<file path="src/rtl/axi_inst_mem_responder_pkg.sv">
// AXI encodings, responder FSM states and the shared burst address generator.
// Imported by the instruction-memory responder and any future AXI master/slave.
package axi_inst_mem_responder_pkg;

    typedef enum logic [1:0] {
        BurstFixed = 2'b00,
        BurstIncr  = 2'b01,
        BurstWrap  = 2'b10,
        BurstRsvd  = 2'b11
    } axi_burst_e;

    typedef enum logic [1:0] {
        RespOkay   = 2'b00,
        RespExokay = 2'b01,
        RespSlverr = 2'b10,
        RespDecerr = 2'b11
    } axi_resp_e;

    typedef enum logic [1:0] {
        StIdle,
        StDelay,
        StRead,
        StResp
    } resp_state_e;

    localparam int unsigned AxiAddrW = 32;
    localparam int unsigned AxiDataW = 32;

    // Address of the beat following 'addr' within a burst, 32-bit wrap-around arithmetic.
    function automatic logic [AxiAddrW-1:0] next_beat_addr(
        input logic [AxiAddrW-1:0] addr,
        input logic [2:0]          size,
        input logic [7:0]          len,
        input logic [1:0]          burst
    );
        logic [AxiAddrW-1:0] step;
        logic [AxiAddrW-1:0] incr;
        logic [AxiAddrW-1:0] win_mask;
        logic [AxiAddrW-1:0] result;
        step = 32'd1 << size;
        incr = addr + step;
        // Legal WRAP lengths make the (len+1)*step window a power of two.
        win_mask = (({24'd0, len} + 32'd1) * step) - 32'd1;
        case (burst)
            BurstFixed: result = addr;
            BurstWrap:  result = (addr & ~win_mask) | (incr & win_mask);
            default:    result = incr;
        endcase
        return result;
    endfunction

endpackage

</file>
<file path="src/rtl/axi_inst_mem_responder.sv">
// AXI4 read-only responder for the instruction-fetch path, backed by a synchronous
// word SRAM with one cycle of read latency and an optional fixed access delay.
module axi_inst_mem_responder
    import axi_inst_mem_responder_pkg::*;
#(
    parameter logic [31:0] BASE       = 32'h8000_0000,
    parameter int unsigned DEPTH_LOG2 = 16,
    parameter int unsigned LATENCY    = 0,
    parameter int unsigned ID_W       = 4
) (
    input  logic                  clock,
    input  logic                  reset,
    input  logic                  arvalid,
    output logic                  arready,
    input  logic [31:0]           araddr,
    input  logic [ID_W-1:0]       arid,
    input  logic [7:0]            arlen,
    input  logic [2:0]            arsize,
    input  logic [1:0]            arburst,
    output logic                  rvalid,
    input  logic                  rready,
    output logic [31:0]           rdata,
    output logic [1:0]            rresp,
    output logic                  rlast,
    output logic [ID_W-1:0]       rid,
    output logic                  mem_en,
    output logic [DEPTH_LOG2-1:0] mem_addr,
    input  logic [31:0]           mem_rdata
);

    localparam logic [32:0] MemBytes   = 33'd4 << DEPTH_LOG2;
    localparam logic [7:0]  LatencyCnt = 8'(LATENCY);

    resp_state_e state;
    axi_resp_e   resp_q;
    axi_resp_e   ar_resp;
    axi_resp_e   nxt_resp;
    logic [31:0] addr_q;
    logic [31:0] nxt_addr;
    logic [7:0]  len_q;
    logic [7:0]  beat_q;
    logic [7:0]  delay_q;
    logic [2:0]  size_q;
    logic [1:0]  burst_q;
    logic        capture_q;
    logic [31:0] rdata_q;
    logic [31:0] beat_data;

    function automatic logic in_range(input logic [31:0] a);
        logic [32:0] off;
        off = {1'b0, a} - {1'b0, BASE};
        return !off[32] && (off < MemBytes);
    endfunction

    function automatic logic [DEPTH_LOG2-1:0] word_index(input logic [31:0] a);
        logic [31:0] off;
        off = a - BASE;
        return DEPTH_LOG2'(off >> 2);
    endfunction

    always_comb begin
        ar_resp = RespOkay;
        if (!in_range(araddr)) begin
            ar_resp = RespDecerr;
        end else if (arsize > 3'd2 || arburst == BurstRsvd) begin
            ar_resp = RespSlverr;
        end else if (arburst == BurstWrap &&
                     !(arlen == 8'd1 || arlen == 8'd3 || arlen == 8'd7 || arlen == 8'd15)) begin
            ar_resp = RespSlverr;
        end
    end

    // A healthy burst that walks off the top of the SRAM turns DECERR for the rest of it.
    always_comb begin
        nxt_addr = next_beat_addr(addr_q, size_q, len_q, burst_q);
        nxt_resp = resp_q;
        if (resp_q == RespOkay && !in_range(nxt_addr)) begin
            nxt_resp = RespDecerr;
        end
    end

    // SRAM data only exists in the first RESP cycle, so it is forwarded then and held after.
    assign beat_data = (resp_q == RespOkay) ? mem_rdata : 32'd0;
    assign rdata     = capture_q ? beat_data : rdata_q;

    always_ff @(posedge clock or negedge reset) begin
        if (!reset) begin
            state     <= StIdle;
            arready   <= 1'b0;
            rvalid    <= 1'b0;
            rlast     <= 1'b0;
            rresp     <= 2'b00;
            rid       <= '0;
            mem_en    <= 1'b0;
            mem_addr  <= '0;
            resp_q    <= RespOkay;
            addr_q    <= '0;
            len_q     <= '0;
            beat_q    <= '0;
            delay_q   <= '0;
            size_q    <= '0;
            burst_q   <= '0;
            capture_q <= 1'b0;
            rdata_q   <= '0;
        end else begin
            mem_en    <= 1'b0;
            capture_q <= 1'b0;
            if (capture_q) begin
                rdata_q <= beat_data;
            end
            case (state)
                StIdle: begin
                    if (arready && arvalid) begin
                        arready <= 1'b0;
                        addr_q  <= araddr;
                        len_q   <= arlen;
                        size_q  <= arsize;
                        burst_q <= arburst;
                        rid     <= arid;
                        beat_q  <= '0;
                        resp_q  <= ar_resp;
                        if (LATENCY != 0) begin
                            state   <= StDelay;
                            delay_q <= LatencyCnt;
                        end else begin
                            state    <= StRead;
                            mem_en   <= (ar_resp == RespOkay);
                            mem_addr <= word_index(araddr);
                        end
                    end else begin
                        arready <= 1'b1;
                    end
                end
                StDelay: begin
                    if (delay_q <= 8'd1) begin
                        state    <= StRead;
                        mem_en   <= (resp_q == RespOkay);
                        mem_addr <= word_index(addr_q);
                    end else begin
                        delay_q <= delay_q - 8'd1;
                    end
                end
                StRead: begin
                    state     <= StResp;
                    rvalid    <= 1'b1;
                    rlast     <= (beat_q == len_q);
                    rresp     <= resp_q;
                    capture_q <= 1'b1;
                end
                StResp: begin
                    if (rready) begin
                        rvalid <= 1'b0;
                        rlast  <= 1'b0;
                        if (rlast) begin
                            state   <= StIdle;
                            arready <= 1'b1;
                        end else begin
                            state    <= StRead;
                            beat_q   <= beat_q + 8'd1;
                            addr_q   <= nxt_addr;
                            resp_q   <= nxt_resp;
                            mem_en   <= (nxt_resp == RespOkay);
                            mem_addr <= word_index(nxt_addr);
                        end
                    end
                end
                default: state <= StIdle;
            endcase
        end
    end

endmodule

</file>
<file path="config.mk">
export PLATFORM = sky130hd
export DESIGN_NAME = axi_inst_mem_responder
export DESIGN_NICKNAME = d
export VERILOG_FILES = /design/src/rtl/axi_inst_mem_responder_pkg.sv /design/src/rtl/axi_inst_mem_responder.sv
export SDC_FILE = /design/constraint.sdc
export NUM_CORES = 1
export LEC_CHECK = 0
export CAP_MARGIN = 40
export CORE_AREA = 2 2 139 141
export CTS_CLUSTER_DIAMETER = 40
export DETAILED_ROUTE_END_ITERATION = 12
export DIE_AREA = 0 0 141 143
export HOLD_SLACK_MARGIN = 0.05
export MAX_ROUTING_LAYER = met4
export PLACE_DENSITY = 0.81
export SLEW_MARGIN = 20
export SYNTH_ARGS = -nofsm -noshare
export SYNTH_HDL_FRONTEND = slang
export SYNTH_SLANG_ARGS = --single-unit
</file>
<file path="constraint.sdc">
create_clock -name clock -period 15.2 [get_ports clock]
set_input_delay 3.04 -clock clock [delete_from_list [all_inputs] [get_ports clock]]
set_output_delay 3.04 -clock clock [all_outputs]
set_load 0.005 [all_outputs]
</file>
==> results of run 1 <==
cell usage in the layout, fill, tap and decap left out, types with 10 or more instances in the layout:
| cell type | Yosys | final |
|---|---|---|
| nand3_1 | 34 | 34 |
| fa_1 | 47 | 47 |
| clkdlybuf4s50_1 | 0 | 141 |
| nand2b_1 | 13 | 13 |
| a21o_1 | 11 | 11 |
| nor3_1 | 20 | 19 |
| inv_1 | 129 | 129 |
| nand2_1 | 181 | 181 |
| buf_4 | 1 | 11 |
| nand4_1 | 13 | 13 |
| clkbuf_16 | 0 | 17 |
| o21a_1 | 10 | 10 |
| ha_1 | 72 | 72 |
| nor2_1 | 118 | 118 |
| xor2_1 | 27 | 27 |
| xnor2_1 | 35 | 35 |
| o22ai_1 | 11 | 11 |
| o21ai_0 | 76 | 76 |
| a21oi_1 | 94 | 94 |
| dfrtp_1 | 124 | 124 |
critical path, delay by kind of cell, from the launching register on:
kind / cells / cell delay [ns]
AO/OA/AOI/OAI: 7 / 1.83
adder cells (fa/ha/maj): 6 / 2.93
buffers and inverters: 5 / 0.27
flip-flops: 1 / 0.58
AND/OR/NAND/NOR: 5 / 1.65
final cells by class:
cell class	instances	area, um^2	area share (%)
clock inverter	15	144	1.14
clock buffer	17	425	3.38
multi-input combinational	939	6540	52.0
sequential	124	3100	24.7
inverter	131	492	3.91
tap	234	293	2.33
timing repair buffer	157	1570	12.5
metal layers:
layer / routed length [um] / up-vias
met5: 0 / -
met1: 12200 / 4650
met3: 2030 / 111
met2: 14000 / 436
met4: 1260 / 0
li1: - / 4514
worst paths after layout:
kind                       depth (start not counted)          to  slack (ns)  startpoint
max                                               23      mem_en        7.81   size_q[2]
min                                                1  delay_q[6]        0.48  delay_q[6]
max reg2reg                                       23      mem_en        7.81   size_q[2]
min reg2reg                                        1  delay_q[6]        0.48  delay_q[6]
max in group asynchronous                          3   resp_q[0]       11.36       reset
min in group asynchronous                          1   beat_q[6]        2.59       reset
sequential cells by signal, summed over array words and instances, names as in the netlist:
register,cells
rresp,2
mem_en,1
rlast,1
rvalid,1
delay_q,8
beat_q,8
size_q,3
rdata_q,32
addr_q,32
rid,4
state,2
burst_q,2
len_q,8
mem_addr,16
arready,1
resp_q,2
capture_q,1
kinds of logic after synthesis:
| logic type | after synthesis |
|---|---|
| AO/OA/AOI/OAI | 294 |
| XOR/XNOR | 62 |
| adder cells (fa/ha/maj) | 119 |
| buffers and inverters | 185 |
| flip-flops | 124 |
| multiplexers | 12 |
| AND/OR/NAND/NOR | 452 |
through the flow:
stage / instances / utilization (%) / instance area [um^2] / setup WS, ns
2_1_floorplan: 1248 / - / 10300 / 8.65
3_3_place_gp: 1580 / 64.2 / 11900 / 7.95
3_5_place_dp: 1583 / 64.4 / 12000 / 7.92
4_1_cts: 1615 / 67.5 / 12500 / 7.90
5_1_grt: 1617 / 67.7 / 12600 / 7.36
6_report: 1617 / 67.7 / 12600 / 7.81
==> summary.md, run 1 <==
| Metric | Value |
|---|---|
| CP Cell Sequence | `nor3b_2 -> nand2_1 -> fa_1 -> inv_1 -> fa_1 -> inv_1 -> fa_1 -> inv_1 -> fa_1 -> inv_1 -> fa_1 -> inv_1 -> ha_1 -> o2111ai_1 -> a21oi_2 -> o21ai_1 -> a21boi_0 -> nor3_1 -> o32ai_1 -> nand4_1 -> nor4_1 -> a21oi_1 -> o31ai_2` |
| Max Cap Viol | `0` |
| Yosys top cell by area | `dfrtp_1` |
| Largest family of logic cells by synthesized area | `simple AND/OR/NAND/NOR gates` |
| Startpoint type of the worst setup path | `register` |
| Post-DP HPWL | `21800 um` |
| Grt total ovfl | `0` |
| Slowest cell delay on critical path | `0.76 ns` |
| CTS tree | `done` |
| WHS | `0.477 ns` |
| Fin crit period | `7.39 ns` |
| Setup Skew | `0.0117 ns` |
| Fillcell total | `1475` |
| Final setup fails | `0` |
| Slew headroom | `43.7%` |
| Die area | `20200 um^2` |
| CP required | `15.54 ns` |
| Placer Congestion | `0.965` |
| Vias in the first global route | `9438` |
| Area delta synth->final | `21.7%` |
| PortBufs | `142` |
| Fmax | `135 MHz` |
| Asr flop ratio synth | `100%` |
| Peak fanout along the critical path | `12` |
| CTS sink cnt | `124` |
| Initial antenna violation count | `0` |
| Most common cell in the netlist | `nand2_1` |
| Number of synthesized flops with an enable pin | `0` |
| Mapped Avg Cell Area | `8.28 um^2` |
| Crit path kind | `register to register` |
| H-Tree Level Count | `4` |
| Grt met2 use | `47.9%` |
| Crit end category | `register` |
| NumNets Final | `1574` |
| Overall global routing resource usage | `30.6%` |
| Met3 Track Usage GR | `4.90%` |
| Clock Path Buffers | `2` |
| Worst-Skew Late Latency | `0.43 ns` |
| Adder-cell area share of the yosys netlist | `17.8%` |
| Critical Path AT | `7.73 ns` |
| Via Count | `9711` |
| Core area | `18600 um^2` |
| Final Max Slew Viols | `0` |
| DRC viols | `0` |
| Synth top area share | `30.0%` |
| XOR/XNOR Fraction of Synth Area | `5.26%` |
| Routed len/inst | `18.3 um` |
| Busiest grt layer | `met2` |
| Synth unique cells | `79` |
| Post-route setup TNS | `0 ns` |
| Hold_buf cts | `0` |
| Final WL | `29600 um` |
| Yosys warnings | `0` |
| Clk slew on worst S/H paths | `0.07 ns` |
| Status | `finished, final reports clean` |
| Compound-Gate Fraction of Synth Area | `18.1%` |
| Endpoints failing hold | `0` |
| Die X | `141 um` |
| Hold Crit Class | `register to register` |
| Synth Area in Simple Gates | `20.6%` |
| Fin crit share | `48.6%` |
| Clock Tree Root | `clkbuf_16` |
| Post-cts resize count | `0` |
| Starting density of the core | `55.6%` |
| #FFs+latches synth | `124` |
| Vias/cell | `6.01` |
| Register area share after synthesis | `30.0%` |
| Cts bufs inserted | `17` |
| Setup bufs post-CTS | `0` |
| Met1 Track Usage GR | `39.5%` |
| Drt pass-1 iters | `8` |
| Actual slew at the worst max-slew pin | `0.836 ns` |
| CP max stage cell | `nor3b_2` |
| Drt initial violations | `872` |
| Die Height | `143 um` |
| Largest net degree at the start of global routing | `48` |
| Post-Synthesis Cells | `1248` |
| I/O Pins | `143` |
| First-pass GRT wire length | `47700 um` |
| Synthesized Nets | `1452` |
| Antenna Violating Nets Remaining | `0` |
| Rows | `50` |
| Commonest cells in the netlist | `181 x nand2_1, 129 x inv_1, 124 x dfrtp_1` |
| Cell Area, Synth | `10300 um^2` |
| RSZ-0062 raised after global routing | `false` |
| Share of cells above drive strength 1 | `5.86%` |
| Diode count | `0` |
| Ys flop type | `dfrtp_1` |
| Mux contribution to synthesized area | `1.30%` |
| Synth top area cells | `dfrtp_1 30%, fa_1 9.1%, ha_1 8.7%` |
Power of run 1 is left out: the tool's default activity adds up to more than one toggle a clock period on the data nets, which glitch-free logic cannot reach.
==> run 2, diff against run 1 <==
- CORE_AREA: 2 2 139 141 -> 2 2 146 148
- DIE_AREA: 0 0 141 143 -> 0 0 148 150
- PLACE_DENSITY: 0.81 -> 0.77
- clock period: 15.2 -> 6.01 ns (I/O delays scaled with it)
==> run 2 against run 1 <==
Against the previous run:
- the run now ends with negative setup slack left
- critical path depth grew 5
- register-to-register slack lost 8.0 ns
- die area grew 10%
- first-iteration DRC count grew 4.8%
- global-route usage shrank 0.17 points
==> summary.md, run 2 (same netlist as run 1, synthesis figures left out) <==
| Metric | Value |
|---|---|
| CTS tree | `done` |
| Fin crit period | `6.25 ns` |
| Path depth of the worst reg2reg path | `28` |
| Worst R2R Start | `size_q[0]` |
| Clock Path Buffers | `2` |
| Final WL | `33000 um` |
| Routed len/inst | `18.5 um` |
| CP max stage cell | `fa_1` |
| Die Height | `150 um` |
| Die area | `22200 um^2` |
| Drt pass-1 iters | `6` |
| Clk slew on worst S/H paths | `0.06 ns` |
| RSZ-0062 raised after global routing | `true` |
| Post-Layout Cell Count | `1785` |
| First-pass GRT wire length | `52200 um` |
| Status | `complete, but fails checks` |
| CP required | `6.37 ns` |
| I/O Pins | `143` |
| Reg2reg setup slack | `-0.24 ns` |
| Final Max Slew Viols | `0` |
| Max Cap Viol | `0` |
| CP most frequent cell | `fa_1` |
| Slowest cell delay on critical path | `0.53 ns` |
| Min-delay src | `delay_q[6]` |
| Die X | `148 um` |
| Clock Tree Root | `clkbuf_16` |
| Worst slack at placement | `-0.382 ns` |
| Share of cells above drive strength 1 | `20.9%` |
| Hold_buf cts | `0` |
| Actual slew at the worst max-slew pin | `0.820 ns` |
| Hold Crit Class | `register to register` |
| Placer Congestion | `0.937` |
| Largest net degree at the start of global routing | `58` |
| Peak fanout along the critical path | `6` |
| Antenna Violating Nets Remaining | `0` |
| Slew headroom | `45.1%` |
| Vias in the first global route | `10000` |
| Most common cell after layout, fill and taps aside | `nand2_1` |
| Core area | `20700 um^2` |
| Initial antenna violation count | `0` |
| Failing checks | `negative setup slack` |
| Worst-Skew Late Latency | `0.43 ns` |
| Vias/cell | `5.76` |
| CTS sink cnt | `124` |
| Worst hold path cell count | `1` |
| Most frequent cells in the layout | `174 x nand2_1, 141 x clkdlybuf4s50_1, 126 x buf_4` |
| Via Count | `10300` |
| DRC viols | `0` |
| Drt initial violations | `914` |
| Reg2reg end | `mem_addr[14]` |
| Hold EP | `delay_q[6]` |
| Cts bufs inserted | `17` |
| Crit path kind | `register to register` |
| Crit end category | `register` |
| Endpoints failing hold | `0` |
| H-Tree Level Count | `4` |
| Starting density of the core | `49.9%` |
| Design Area, Final | `14400 um^2` |
| Post-DP HPWL | `24000 um` |
| Placed cell area | `13000 um^2` |
| Setup Skew | `0.0128 ns` |
| Overall global routing resource usage | `30.4%` |
| PnR worst setup slack | `-0.236 ns` |
| Final setup fails | `9` |
| PortBufs | `142` |
| CP delay by family, top | `adder cells` |
| Top flop regs | `addr_q (32), rdata_q (32), mem_addr (16)` |
| Fmax | `160 MHz` |
| NumNets Final | `1701` |
| Worst path bufs/invs | `9` |
| Fin crit share | `104%` |
| Area delta synth->final | `39.6%` |
| Rows | `53` |
| Critical Path AT | `6.60 ns` |
| Startpoint type of the worst setup path | `register` |
| Placed insts | `1727` |
| Grt total ovfl | `0` |
| Diode count | `0` |
run 2: cell count changes in the layout (fill, tap and decap cells not counted), moves of 7 or more:
cell	before	now
ha_4	0	13
inv_2	0	8
a21oi_1	94	79
a21oi_2	3	14
buf_4	11	126
ha_1	72	58
nand2_1	181	174
inv_1	129	120
buf_6	0	10
o21ai_0	76	67
run 2: timing repair:
action,in CTS,in global routing
endpoints found under the setup margin,14,32
gates resized for setup,62,71
pin swaps,28,67
buffers inserted,12,13
run 2: worst max-delay path by stage:
| stage | start | end | slack [ns] | depth (start not counted) |
|---|---|---|---|---|
| after floorplan | len_q[0] | resp_q[0] | 0.03 | 25 |
| after global placement | size_q[0] | resp_q[0] | -0.31 | 25 |
| after detailed placement | len_q[0] | mem_en | -0.38 | 25 |
| after CTS | size_q[0] | resp_q[0] | -0.18 | 25 |
| after global routing | len_q[2] | mem_en | -0.43 | 27 |
| final | size_q[0] | mem_addr[14] | -0.24 | 28 |
run 2: routing by layer:
| layer | vias to the layer above | global-route usage (%) | wire, um |
|---|---|---|---|
| li1 | 4768 | - | - |
| met1 | 5029 | 40.4 | 14100 |
| met2 | 432 | 49.7 | 16300 |
| met3 | 57 | 4.09 | 2070 |
| met4 | 0 | 7.67 | 643 |
| met5 | - | - | 0 |
run 2: metrics by stage:
step | util, % | setup TNS [ns] | hold WS [ns]
3_5_place_dp | 62.7 | -2.65 | 0.462
3_3_place_gp | 62.2 | -2.52 | 0.457
6_report | 69.7 | -1.47 | 0.470
2_1_floorplan | - | 0 | 0.442
5_1_grt | 69.7 | -4.59 | 0.487
4_1_cts | 67.5 | -0.965 | 0.473
run 2: final cells by class:
class | instances | area (um^2)
clock buffers | 18 | 429
repair buffers | 284 | 2610
well taps | 275 | 344
clock inverters | 14 | 184
multi-input cells | 939 | 7260
inverters | 131 | 494
flip-flops and latches | 124 | 3110
fillers | 1586 | 6270
run 2: worst reg2reg max path, delay by kind of cell (launching register included):
family	cells	cell delay (ns)
mux	1	0.30
compound gates	7	1.27
buf+inv	9	0.73
simple gates	4	0.69
xor+xnor	1	0.23
flops	1	0.46
fa+ha+maj	6	2.52
Power of run 2 is left out for the same reason.
